$ cat src/rtl/mr_retire_pkg.sv
// Shared types and default sizing for the in-order retire-queue controller.
package mr_retire_pkg;

   localparam int unsigned RQ_DEPTH = 8;
   localparam int unsigned RQ_NREQ  = 2;
   localparam int unsigned RQ_PCW   = 32;
   localparam int unsigned RQ_IDW   = $clog2(RQ_DEPTH);

   typedef logic [RQ_IDW-1:0] inst_id_t;

   typedef struct packed {
      logic              valid;
      logic              done;
      logic              exc;
      logic [RQ_PCW-1:0] pc;
   } rq_entry_t;

endpackage

$ cat src/rtl/mr_rr_arb.sv
// Round-robin arbiter: one-hot grant among requesters, search starts at the pointer.
module mr_rr_arb #(
   parameter  int unsigned N = 2,
   localparam int unsigned W = (N > 1) ? $clog2(N) : 1
) (
   input  logic         clk,
   input  logic         rst,
   input  logic [N-1:0] req,
   output logic [N-1:0] gnt,
   output logic         any,
   output logic [W-1:0] idx
);

   logic [W-1:0] ptr;
   logic [W-1:0] ptr_nxt;
   int unsigned  cand;

   // First requester at or after the pointer wins; pointer moves past the winner.
   always_comb begin
      gnt     = '0;
      any     = 1'b0;
      idx     = '0;
      ptr_nxt = ptr;
      cand    = 0;
      for (int unsigned k = 0; k < N; k++) begin
         cand = (32'(ptr) + k) % N;
         if (!any && req[W'(cand)]) begin
            any          = 1'b1;
            gnt[W'(cand)] = 1'b1;
            idx          = W'(cand);
            ptr_nxt      = W'((cand + 1) % N);
         end
      end
   end

   always_ff @(posedge clk) begin
      if (!rst) begin
         ptr <= '0;
      end else if (any) begin
         ptr <= ptr_nxt;
      end
   end

endmodule

$ cat src/rtl/mr_retire_sched.sv
// In-order retire queue: program-order slot allocation, arbitrated completion,
// oldest-first retirement and whole-queue flush on an excepting retire.
module mr_retire_sched
   import mr_retire_pkg::*;
#(
   parameter int unsigned QDEPTH = RQ_DEPTH,
   parameter int unsigned NREQ   = RQ_NREQ,
   parameter int unsigned PCW    = RQ_PCW,
   parameter int unsigned IDW    = RQ_IDW
) (
   input  logic               clk,
   input  logic               rst,
   input  logic               alloc_valid,
   input  logic [PCW-1:0]     alloc_pc,
   output logic               alloc_ready,
   output logic [IDW-1:0]     alloc_id,
   input  logic [NREQ-1:0]    cmpl_valid,
   input  logic [NREQ*IDW-1:0] cmpl_id,
   input  logic [NREQ-1:0]    cmpl_exc,
   output logic [NREQ-1:0]    cmpl_ready,
   output logic               retire_valid,
   output logic [IDW-1:0]     retire_id,
   output logic [PCW-1:0]     retire_pc,
   output logic               retire_exc,
   output logic               flush,
   output logic [PCW-1:0]     flush_pc
);

   localparam int unsigned GW = (NREQ > 1) ? $clog2(NREQ) : 1;
   localparam int unsigned CW = IDW + 1;

   rq_entry_t       q [QDEPTH];
   logic [IDW-1:0]  head;
   logic [IDW-1:0]  tail;
   logic [CW-1:0]   count;

   logic [NREQ-1:0] gnt;
   logic            gnt_any;
   logic [GW-1:0]   gnt_idx;
   inst_id_t        cmpl_tgt;
   logic            cmpl_exc_g;
   logic            cmpl_ok;
   logic            alloc_fire;
   logic            do_flush;

   mr_rr_arb #(.N(NREQ)) u_arb (
      .clk (clk),
      .rst (rst),
      .req (cmpl_valid),
      .gnt (gnt),
      .any (gnt_any),
      .idx (gnt_idx)
   );

   // Handshakes and retire view are combinational from registered queue state.
   always_comb begin
      retire_valid = q[head].valid & q[head].done;
      retire_id    = head;
      retire_pc    = q[head].pc;
      retire_exc   = retire_valid & q[head].exc;
      do_flush     = retire_valid & retire_exc;
      alloc_ready  = (count < CW'(QDEPTH)) & ~do_flush;
      alloc_id     = tail;
      alloc_fire   = alloc_valid & alloc_ready;
      cmpl_ready   = gnt;
      cmpl_tgt     = cmpl_id[gnt_idx*IDW +: IDW];
      cmpl_exc_g   = cmpl_exc[gnt_idx];
      cmpl_ok      = q[cmpl_tgt].valid & ~q[cmpl_tgt].done;
   end

   always_ff @(posedge clk) begin
      if (!rst) begin
         for (int unsigned i = 0; i < QDEPTH; i++) begin
            q[IDW'(i)] <= '0;
         end
         head     <= '0;
         tail     <= '0;
         count    <= '0;
         flush    <= 1'b0;
         flush_pc <= '0;
      end else begin
         flush <= do_flush;
         if (do_flush) begin
            // Completions granted this cycle are swallowed along with the queue.
            for (int unsigned i = 0; i < QDEPTH; i++) begin
               q[IDW'(i)].valid <= 1'b0;
               q[IDW'(i)].done  <= 1'b0;
            end
            head     <= '0;
            tail     <= '0;
            count    <= '0;
            flush_pc <= retire_pc;
         end else begin
            if (gnt_any && cmpl_ok) begin
               q[cmpl_tgt].done <= 1'b1;
               q[cmpl_tgt].exc  <= cmpl_exc_g;
            end
            if (retire_valid) begin
               q[head].valid <= 1'b0;
               head          <= head + IDW'(1);
            end
            if (alloc_fire) begin
               q[tail] <= '{valid: 1'b1, done: 1'b0, exc: 1'b0, pc: alloc_pc};
               tail    <= tail + IDW'(1);
            end
            case ({alloc_fire, retire_valid})
               2'b10:   count <= count + CW'(1);
               2'b01:   count <= count - CW'(1);
               default: ;
            endcase
         end
      end
   end

   // A completion must target a live, not-yet-completed entry.
   assert property (@(posedge clk) disable iff (!rst) gnt_any |-> cmpl_ok)
      else $error("completion to invalid or already-done entry %0d", cmpl_tgt);

endmodule

$ cat config.mk
export PLATFORM = sky130hd
export DESIGN_NAME = mr_retire_sched
export DESIGN_NICKNAME = d
export VERILOG_FILES = /design/src/rtl/mr_retire_pkg.sv /design/src/rtl/mr_rr_arb.sv /design/src/rtl/mr_retire_sched.sv
export SDC_FILE = /design/constraint.sdc
export NUM_CORES = 1
export LEC_CHECK = 0
export CAP_MARGIN = 5
export CORE_UTILIZATION = 50
export DETAILED_ROUTE_END_ITERATION = 6
export PLACE_DENSITY = 0.7
export SYNTH_ARGS = -nofsm -noshare
export SYNTH_HDL_FRONTEND = slang
export SYNTH_SLANG_ARGS = --single-unit
$ cat constraint.sdc
create_clock -name clk -period 5.5 [get_ports clk]
set_input_delay 0.825 -clock clk [delete_from_list [all_inputs] [get_ports clk]]
set_output_delay 0.825 -clock clk [all_outputs]
set_load 0.005 [all_outputs]
### Word level (Yosys, flattened, before mapping)

Memory sizes are Yosys's and may differ from the RTL's. A register that Yosys moved wholly into a read port is not among the register bits.
Cells that the tools add are included.

* flip-flop bits (word level): 44
* bits in writable memories: 280
* input bits: 45
* logic and storage cells: 123
* memories: 1

* $add $sub $neg: 6
* multiply operators: 1
* $lt $le $gt $ge: 6
* eq/ne operators: 2
* shift operators: 1
* muxes and demuxes: 62
* bitwise operators: 26
* reductions and logical operators: 12

Memory list
* q: depth 8, width 35, read ports 2, clocked after memory_dff 1, wr ports 8, RTL line mr_retire_sched.sv:32 `rq_entry_t q [QDEPTH];`

Operators by type and width (number)
* $mux W35: 3
* $reduce_or A35 Y1: 3
* $mux W1: 46
* $mux W3: 7
* $or A1 B1 Y1: 16
* $pmux W4 S2: 1
* $add A3 B1 Y3 const B: 2
* $and A1 B1 Y1: 6
* $lt A1 B2 Y1 const B: 3
* $shiftx A6 B4 Y3: 1
* $add A4 B1 Y4 const B: 1
* $logic_and A1 B1 Y1: 4
* $lt A4 B4 Y1 const B: 1
* $mux W2: 2
* $mux W4: 1
* $reduce_bool A2 Y1: 2
* $sub A4 B1 Y4 const B: 1
* $mul A1 B2 Y3 const B: 1
* $not A1 Y1: 3
* $add A1 B1 Y1 const B: 2
* $demux W1 S1: 2
* $eq A2 B1 Y1 const B: 1
* $eq A2 B2 Y1 const B: 1
* $ge A1 B1 Y1 const B: 2
* other kinds (4): 4

### Depth between registers and ports, before layout

Gate-level depths: netlist (run 1).
An unclocked memory read counts as a cell.

* word-level depth: 18
* gate-level depth with buffers: 15

### Cells and area by module

A second synthesis (run 1) with hierarchy kept.

* cell total of the unflattened synthesis: 1128
* area, all modules: 14606.5 um2

Modules (own cells, without submodules)
* mr_retire_sched: instances 1, cells an instance 1120, area an instance 14543.9 um2, seq. area each 9088.7 um2
* mr_rr_arb: instances 1, cells an instance 8, area an instance 62.6 um2, seq. area each 20.0 um2

### Worst setup path before layout (run 1)

Ideal clock, no wire load.

* kind: reg-to-reg
* from: register (tool-made name)
* to: memory q[4][0] (netlist bit), enable pin
* setup time: 0.466 ns
* arrival time: 3.943 ns
* required time: 5.034 ns
* path slack: 1.091 ns
* cell stages (with the launch flop): 8
* path buffers: 2
* clock period less this slack: 4.409 ns
* path through: dfxtp_1 buf_6 mux4_2 mux2_4 inv_2 o21ai_2 buf_1 o21ai_0

RTL lines (RTL line)
* end: declaration: mr_retire_sched.sv:32

==> results of run 1 <==
## cell families (layout without fill, tap and decap cells)
family / after synthesis / in the layout / share of synthesized area
AND/OR/NAND/NOR: 584 / 584 / 0.210
flip-flops: 327 / 327 / 0.623
multiplexers: 77 / 77 / 0.110
buffers and inverters: 76 / 212 / 0.0213
AO/OA/AOI/OAI: 56 / 56 / 0.0259
XOR/XNOR: 9 / 9 / 0.00539
adder cells (fa/ha/maj): 5 / 5 / 0.00428
## metal layers
layer,GRT usage,up-vias,wire length [um]
met5,0,-,17
met4,0.0726,2,940
met3,0.0339,59,1820
met2,0.395,288,16700
met1,0.308,4507,14500
li1,-,4258,-
## critical path, stage by stage, from the launching register on
cell and delay (ns):
dfxtp_4 0.66, mux4_2 0.58, mux2_4 0.32, nand2_2 0.08, clkinv_1 0.55, nor2_1 0.26
clkdlybuf4s50_1 0.54
## state kept, by name, indices dropped and copies added (netlist names), named ones only
register and cells:
retire_id 3, count 4, alloc_id 3, q 280, flush_pc 32, flush 1, u_arb.ptr 1
## power by group
group,leakage [nW],switching (mW),internal (mW)
combinational,2.56,0.199,0.158
sequential,3.23,0.0326,2.76
clock,0.531,0.920,1.36
total,6.32,1.15,4.28
## cell type report
cell class              instances  share of cell area
flip-flops and latches        327               0.525
inverters                      10             0.00216
clock inverters                 6             0.00447
multi-input cells             731               0.304
well taps                     384              0.0277
repair buffers                139              0.0775
clock buffers                  57              0.0589
## stage by stage
step / total power [mW] / cell area, um2 / instances / hold WS, ns / utilization
floorplan: 3.02 / 14600 / 1134 / 0.444 / -
global placement: 3.20 / 16200 / 1591 / 0.455 / 0.566
detailed placement: 3.21 / 16200 / 1591 / 0.471 / 0.566
CTS: 5.46 / 17300 / 1654 / 0.478 / 0.604
global route: 5.60 / 17300 / 1654 / 0.498 / 0.604
finish: 5.43 / 17300 / 1654 / 0.477 / 0.604
## placed cells by master (no fill, tap or decap), types with 4 or more instances in the layout
| cell | Yosys | final |
|---|---|---|
| nor3_1 | 33 | 33 |
| nand2b_1 | 12 | 9 |
| inv_2 | 5 | 5 |
| nor2b_1 | 9 | 9 |
| dfxtp_1 | 71 | 69 |
| xor2_1 | 6 | 6 |
| and2_1 | 259 | 259 |
| o21ai_4 | 0 | 4 |
| nor2_1 | 95 | 95 |
| clkdlybuf4s50_1 | 0 | 120 |
| nand3_1 | 19 | 19 |
| mux2i_1 | 4 | 4 |
| mux4_2 | 66 | 66 |
| nand2_1 | 130 | 129 |
| o2111ai_1 | 4 | 4 |
| ha_1 | 5 | 5 |
| a31oi_1 | 5 | 5 |
| buf_4 | 0 | 19 |
| nor2_4 | 0 | 4 |
| clkbuf_1 | 43 | 18 |
| a21oi_1 | 17 | 17 |
| clkbuf_16 | 0 | 37 |
| mux2_1 | 6 | 6 |
| a31o_2 | 5 | 5 |
| inv_1 | 4 | 4 |
| edfxtp_1 | 256 | 256 |
## worst min-delay path by stage
stage	cells past startpoint	slack [ns]	to	from
2_1_floorplan	2	0.44	q[0][33]	q[0][33]
3_3_place_gp	2	0.45	q[3][33]	q[3][33]
3_5_place_dp	2	0.47	q[4][33]	q[4][33]
4_1_cts	2	0.48	q[4][33]	q[4][33]
5_1_grt	2	0.50	q[3][33]	q[3][33]
6_report	2	0.48	q[4][33]	q[4][33]
==> impl_metrics.toml, run 1 <==
[synth]
synth_top_area_cell = "edfxtp_1"
synth_top_area_frac = 0.526
yosysWarningCount = 0
syn_inst = 1134
ys_seq_area_frac = 0.623
synth_seq_cells = 327
synth_area_um2 = 14600
postSynth.asyncResetShare = 0
syn_avg_cell_area_um2 = 12.9
synth_ff_type = "edfxtp_1"
yosys-top-cells-area = "edfxtp_1, and2_1, mux4_2"
ys_types = 58
syn-num-nets = 1184
synth.top_cells.by_count = "and2_1, edfxtp_1, nand2_1, nor2_1, dfxtp_1"
yosysMostFrequentCell = "and2_1"
synth_edf_count = 256

[die]
pin_count = 121
die_y_um = 173
die_width_um = 173
rows = 62
dieArea_um2 = 29900
start_util = 0.509
core_area_um2 = 28700

[worst_setup_path]
crit_fanout = 27
end_kind = "output pin"
cp-endpoint = "alloc_ready"
reg2reg_depth = 13
critPathLaunchType = "flop"
r2r_setup_slack_ns = 1.82
timing.rr.end = "count[2]"
worstSetupPathType = "flop to output pin"
arrival_ns = 3.50
crit_required_ns = 4.68

[power_and_ir_drop]
p_per_area_nw_per_um2 = 313
ir_worst_vdd_mv = 0.191
power.leakage_nw = 6.32

[cells_and_area]
ff_latch_area_um2 = 9110
final_nets = 1294
multi_input_area_um2 = 5270
n_antenna_cell = 0
area_growth_pct = 18.7
drive_gt1_frac = 0.124
fillCellCount = 2258

[timing]
rsz0062_at_grt = "no"
drv_slew = 0
period_share = 0.787
final.setup.worst_slack_ns = 1.17
tns_ns = 0
fmax_ghz = 0.231
finalSetupViolations = 0
hold_viol = 0
worstMarginPinSlew_ns = 1.15
finClkSkew_ns = 0.0199
period_minus_slack_ns = 4.33
slew_headroom = 0.235

[place]
dpl.hpwl_mm = 19.1
place_congestion = 0.871
io_buffer_count = 120
dp_slack_ns = 1.69

[cts]
hold_buffers = 0
cts-root-buf = "clkbuf_16"
path_clk_slew_ns = 0.05
numCtsBuffers = 35
htree_levels = 2
worstSkewPairLatency_ns = 0.52
ctsResizeCount = 0
clock-sinks = 327
clockBufferDepth = 3
cts_setup_buffers = 0
cts_tree = "built"

[worst_hold_path]
hold_class = "flop to flop"

[drt]
via_per_inst = 5.51
drt_iter0_markers = 734
wirelength_mm = 34.0
vias = 9114
ant_nets = 0
remaining_drc_errors = 0
wl_per_cell_um = 20.5
dr.pass1.iters = 7

[flow_run]
maxCapViolCount = 0

[global_routing]
grtUsageTotal = 0.232
grt_first_pass_wirelength_mm = 53.0
grt_max_degree = 49
gr-total-overflow = 0
grt_pass1_vias = 9254
grt_antenna_before_repair = 1

[status]
outcome = "completed"
(Power assumes the default switching activity.)
==> inputs of run 2 (changes only) <==
clock period = 4 ns   (was 5.5 ns; I/O delays follow)
==> run 2 against run 1 <==
Net effect:
- final cell count increased by 0.85%
- wire length increased by 4.7%
- design area increased by 0.65%
- count of clock-buffer cells in the layout decreased by 5
- sequential power increased by 38%
- register-to-register slack got worse by 1.0 ns
- via count increased by 2.1%
- combinational power increased by 43%
- die area unchanged
- sequential share of layout area decreased by 0.34 points
- total power increased by 35%
- core utilization increased by 0.39 points
- largest power group unchanged
==> impl_metrics.toml, run 2 (synthesis results as in run 1) <==
[status]
outcome = "completed"

[cts]
ctsResizeCount = 0
clockBufferDepth = 3
hold_buffers = 0
cts-root-buf = "clkbuf_16"
numCtsBuffers = 35
clock-sinks = 327
cts_setup_buffers = 0
htree_levels = 2
cts_tree = "built"
worstSkewPairLatency_ns = 0.51
path_clk_slew_ns = 0.06

[cells_and_area]
layout_common_cells = "and2_1, edfxtp_1, nand2_1"
drive_gt1_frac = 0.135
fin_cells = 1668
area_growth_pct = 19.4
multi_input_area_um2 = 5250
layout_commonest_cell = "and2_1"
fillCellCount = 2256
regMostFlops = "q"
largest_registers = "q x280, flush_pc x32, count x4"
final_nets = 1308
largest_reg_flops = 280
ff_latch_area_um2 = 9110
n_antenna_cell = 0

[timing]
hold_viol = 0
period_share = 0.938
rsz0062_at_grt = "no"
finalSetupViolations = 0
drv_slew = 0
slew_headroom = 0.325
period_minus_slack_ns = 3.75
finClkSkew_ns = 0.0231
final.setup.worst_slack_ns = 0.247
fmax_ghz = 0.266
worstMarginPinSlew_ns = 1.01

[die]
rows = 62
die_y_um = 173
core_area_um2 = 28700
die_width_um = 173
start_util = 0.509
dieArea_um2 = 29900
pin_count = 121

[place]
io_buffer_count = 120
dp_slack_ns = 0.760
place_congestion = 0.831
dpl.cell_count = 1605
dpl.hpwl_mm = 21.0

[global_routing]
grt_antenna_before_repair = 0
grtUsageTotal = 0.240
gr-total-overflow = 0
grt_max_degree = 65
grt_first_pass_wirelength_mm = 54.7
grt_pass1_vias = 9558

[drt]
via_per_inst = 5.58
wirelength_mm = 35.6
wl_per_cell_um = 21.3
dr.pass1.iters = 5
vias = 9308
remaining_drc_errors = 0
ant_nets = 0
drt_iter0_markers = 766

[worst_hold_path]
hp-start = "q[7][33]"
min_to = "q[7][33]"
worstHoldPathCells = 2
hold_class = "flop to flop"

[worst_setup_path]
worstSetupPathType = "flop to output pin"
crit_path_top_delay_cell = "clkdlybuf4s50_1"
crit_required_ns = 3.40
end_kind = "output pin"
crit_path_max_incr_delay_ns = 0.57
critPathLaunchType = "flop"
cp_top_family = "multiplexers"
reg2reg_depth = 12
r2r_setup_slack_ns = 0.78
arrival_ns = 3.15
crit_fanout = 16
timing.rr.end = "count[2]"
crit_chain = "mux4_2 > mux2_4 > nand2_2 > clkinv_1 > nor2_1 > clkdlybuf4s50_1"
path_buf_inv = 2

[power_and_ir_drop]
p_per_area_nw_per_um2 = 421
finalPower_mw = 7.34
ir_worst_vdd_mv = 0.260
power.leakage_nw = 6.40

[flow_run]
maxCapViolCount = 0
[run 2: cell count changes in the layout (fill, tap and decap cells not counted), sizes merged]
cell    delta
buf       +14
clkbuf     -5
clkinv     +7
bufinv     -2
[run 2: power breakdown]
group | switching [mW] | total [mW] | leakage (nW) | internal (mW)
combinational | 0.280 | 0.510 | 2.66 | 0.230
sequential | 0.0453 | 3.84 | 3.23 | 3.80
clock | 1.26 | 2.99 | 0.517 | 1.73
[run 2: stage by stage]
| stage | utilization | area (um2) | setup TNS (ns) | hold WS [ns] |
|---|---|---|---|---|
| 2_1_floorplan | - | 14600 | -52.36 | 0.444 |
| 3_3_place_gp | 0.572 | 16400 | 0 | 0.464 |
| 3_5_place_dp | 0.572 | 16400 | 0 | 0.463 |
| 4_1_cts | 0.608 | 17500 | 0 | 0.478 |
| 5_1_grt | 0.608 | 17500 | 0 | 0.506 |
| 6_report | 0.608 | 17500 | 0 | 0.480 |
[run 2: layer usage]
metal | vias up | wire length (um) | global-route usage | share of wire
met4 | 0 | 1090 | 0.0848 | 0.031
met1 | 4656 | 14500 | 0.305 | 0.41
met5 | - | 0 | 0 | 0
met2 | 294 | 18200 | 0.420 | 0.51
met3 | 76 | 1820 | 0.0339 | 0.051
li1 | 4282 | - | - | -
[run 2: layout make-up]
cell class	instances	share of cell area
Clock buffer	52	0.0574
Inverter	10	0.00215
Multi-Input combinational cell	731	0.301
Sequential cell	327	0.522
Tap cell	384	0.0275
Timing Repair Buffer	153	0.0873
Clock inverter	11	0.00280
[run 2: how the worst max path moves through the flow]
stage	slack, ns	endpoint	from	depth (start not counted)
floorplan	-0.41	q[4][0]	flop	7
finish	0.25	alloc_ready	flop	6
global route	0.11	alloc_ready	flop	6
global placement	0.81	alloc_ready	flop	6
CTS	0.20	alloc_ready	flop	6
detailed placement	0.76	alloc_ready	flop	6
[run 2: worst reg2reg max path, delay by kind of cell (launching register included)]
kind	cells	cell delay (ns)
and+or+nand+nor	4	0.72
xor gates and xnor gates	3	0.47
DFF	1	0.42
adders and majority gates	2	0.52
muxes	2	0.83
AOI/OAI and AO/OA	1	0.14
==> inputs of run 3 (changes only) <==
clock period = 3.84 ns   (was 4 ns; I/O delays follow)
==> run 3 against run 2 <==
Net effect:
- total power grew 7.8%
- clock power grew 13%
- clock skew shrank 0.0092 ns
- largest power group unchanged
- hold slack lost 0.0047 ns
- first-iteration DRC count grew 23%
- sequential share of layout area shrank 0.31 points
- design area grew 0.60%
- non-clock buffer count grew 3
- sequential power grew 4%
- count of clock-buffer cells in the layout shrank 4
- sequential cell count is the same
==> impl_metrics.toml, run 3 (synthesis results as in run 1) <==
[drt]
remaining_drc_errors = 0
wirelength_mm = 35.3
wl_per_cell_um = 21.1
dr.pass1.iters = 5
drt_iter0_markers = 942
via_per_inst = 5.62
ant_nets = 0
vias = 9389

[cts]
clockBufferDepth = 3
htree_levels = 2
ctsResizeCount = 1
cts-root-buf = "clkbuf_16"
cts_tree = "built"
hold_buffers = 0
clock-sinks = 327
numCtsBuffers = 35
cts_setup_buffers = 0
path_clk_slew_ns = 0.06
worstSkewPairLatency_ns = 0.51

[timing]
fmax_ghz = 0.271
period_minus_slack_ns = 3.69
tns_ns = 0
worstMarginPinSlew_ns = 0.975
rsz0062_at_grt = "no"
hold_viol = 0
drv_slew = 0
finalSetupViolations = 0
finClkSkew_ns = 0.0139
period_share = 0.962
slew_headroom = 0.350

[global_routing]
grt_max_degree = 47
grt_pass1_vias = 9334
grt_antenna_before_repair = 2
grt_first_pass_wirelength_mm = 54.7
gr-total-overflow = 0
grtUsageTotal = 0.241

[die]
die_width_um = 173
die_y_um = 173
dieArea_um2 = 29900
core_area_um2 = 28700
pin_count = 121
rows = 62
start_util = 0.509

[power_and_ir_drop]
p_per_area_nw_per_um2 = 451
power.leakage_nw = 6.46
ir_worst_vdd_mv = 0.280

[worst_setup_path]
worstSetupPathType = "flop to output pin"
end_kind = "output pin"
arrival_ns = 3.12
crit_required_ns = 3.26
crit_fanout = 16
critPathLaunchType = "flop"

[cells_and_area]
layout_common_cells = "and2_1, edfxtp_1, nand2_1"
largest_registers = "q x280, flush_pc x32, count x4"
regMostFlops = "q"
largest_reg_flops = 280
area_growth_pct = 20.2
final_util = 0.612
final_nets = 1311
fin_cells = 1672
layout_commonest_cell = "and2_1"
drive_gt1_frac = 0.143

[flow_run]
maxCapViolCount = 0

[place]
io_buffer_count = 120
dpl.hpwl_mm = 21.0
dpl.cell_count = 1608
place_congestion = 0.843

[worst_hold_path]
hold_class = "flop to flop"

[status]
outcome = "completed"
run 3: cell count changes in the layout (fill, tap and decap cells not counted), sizes merged:
cell	change
clkbuf	-4
buf	+3
bufinv	+3
clkinv	-1
clkinvlp	+1
diode	+1
inv	+1
run 3: layout make-up:
type	count	area [um2]
multi-input cells	731	5250
clock buffers	48	997
diodes	1	2.50
flip-flops and latches	327	9110
repair buffers	156	1520
inverters	10	37.5
well taps	384	480
fillers	2245	11100
clock inverters	15	155
run 3: through the flow:
| step | area, um2 | hold WS, ns | power [mW] | setup slack (ns) |
|---|---|---|---|---|
| detailed placement | 16400 | 0.461 | 4.61 | 0.503 |
| floorplan | 14600 | 0.444 | 4.33 | -0.569 |
| global route | 17600 | 0.502 | 8.15 | 0.0378 |
| CTS | 17600 | 0.473 | 7.95 | 0.0902 |
| finish | 17600 | 0.475 | 7.91 | 0.148 |
| global placement | 16400 | 0.460 | 4.59 | 0.536 |
run 3: path summary, 6_finish.rpt:
check        cells after the start     start     endpoint  slack (ns)
min reg2reg                      2  q[4][33]     q[4][33]        0.48
max                              6      flop  alloc_ready        0.15
max reg2reg                     12      flop     count[2]        0.67
min                              2  q[4][33]     q[4][33]        0.48
run 3: power by group:
part           switching [mW]  leakage [nW]  internal [mW]
clock network            1.35         0.568           2.03
logic                   0.292          2.66          0.239
registers              0.0482          3.23           3.95
total                    1.69          6.46           6.22
run 3: per-layer routing:
| metal | global-route usage | routed length (um) | share of wire |
|---|---|---|---|
| met5 | 0 | 12 | 0.00034 |
| met4 | 0.0642 | 788 | 0.022 |
| met3 | 0.0400 | 2270 | 0.064 |
| met2 | 0.411 | 17700 | 0.50 |
| met1 | 0.320 | 14500 | 0.41 |
run 3: worst max-delay path, stage by stage (launching register included):
cell             delay, ns
dfxtp_4               0.42
mux4_2                0.52
mux2_4                0.31
nand2_2               0.32
clkinv_1              0.22
nor2_2                0.25
clkdlybuf4s50_1       0.56
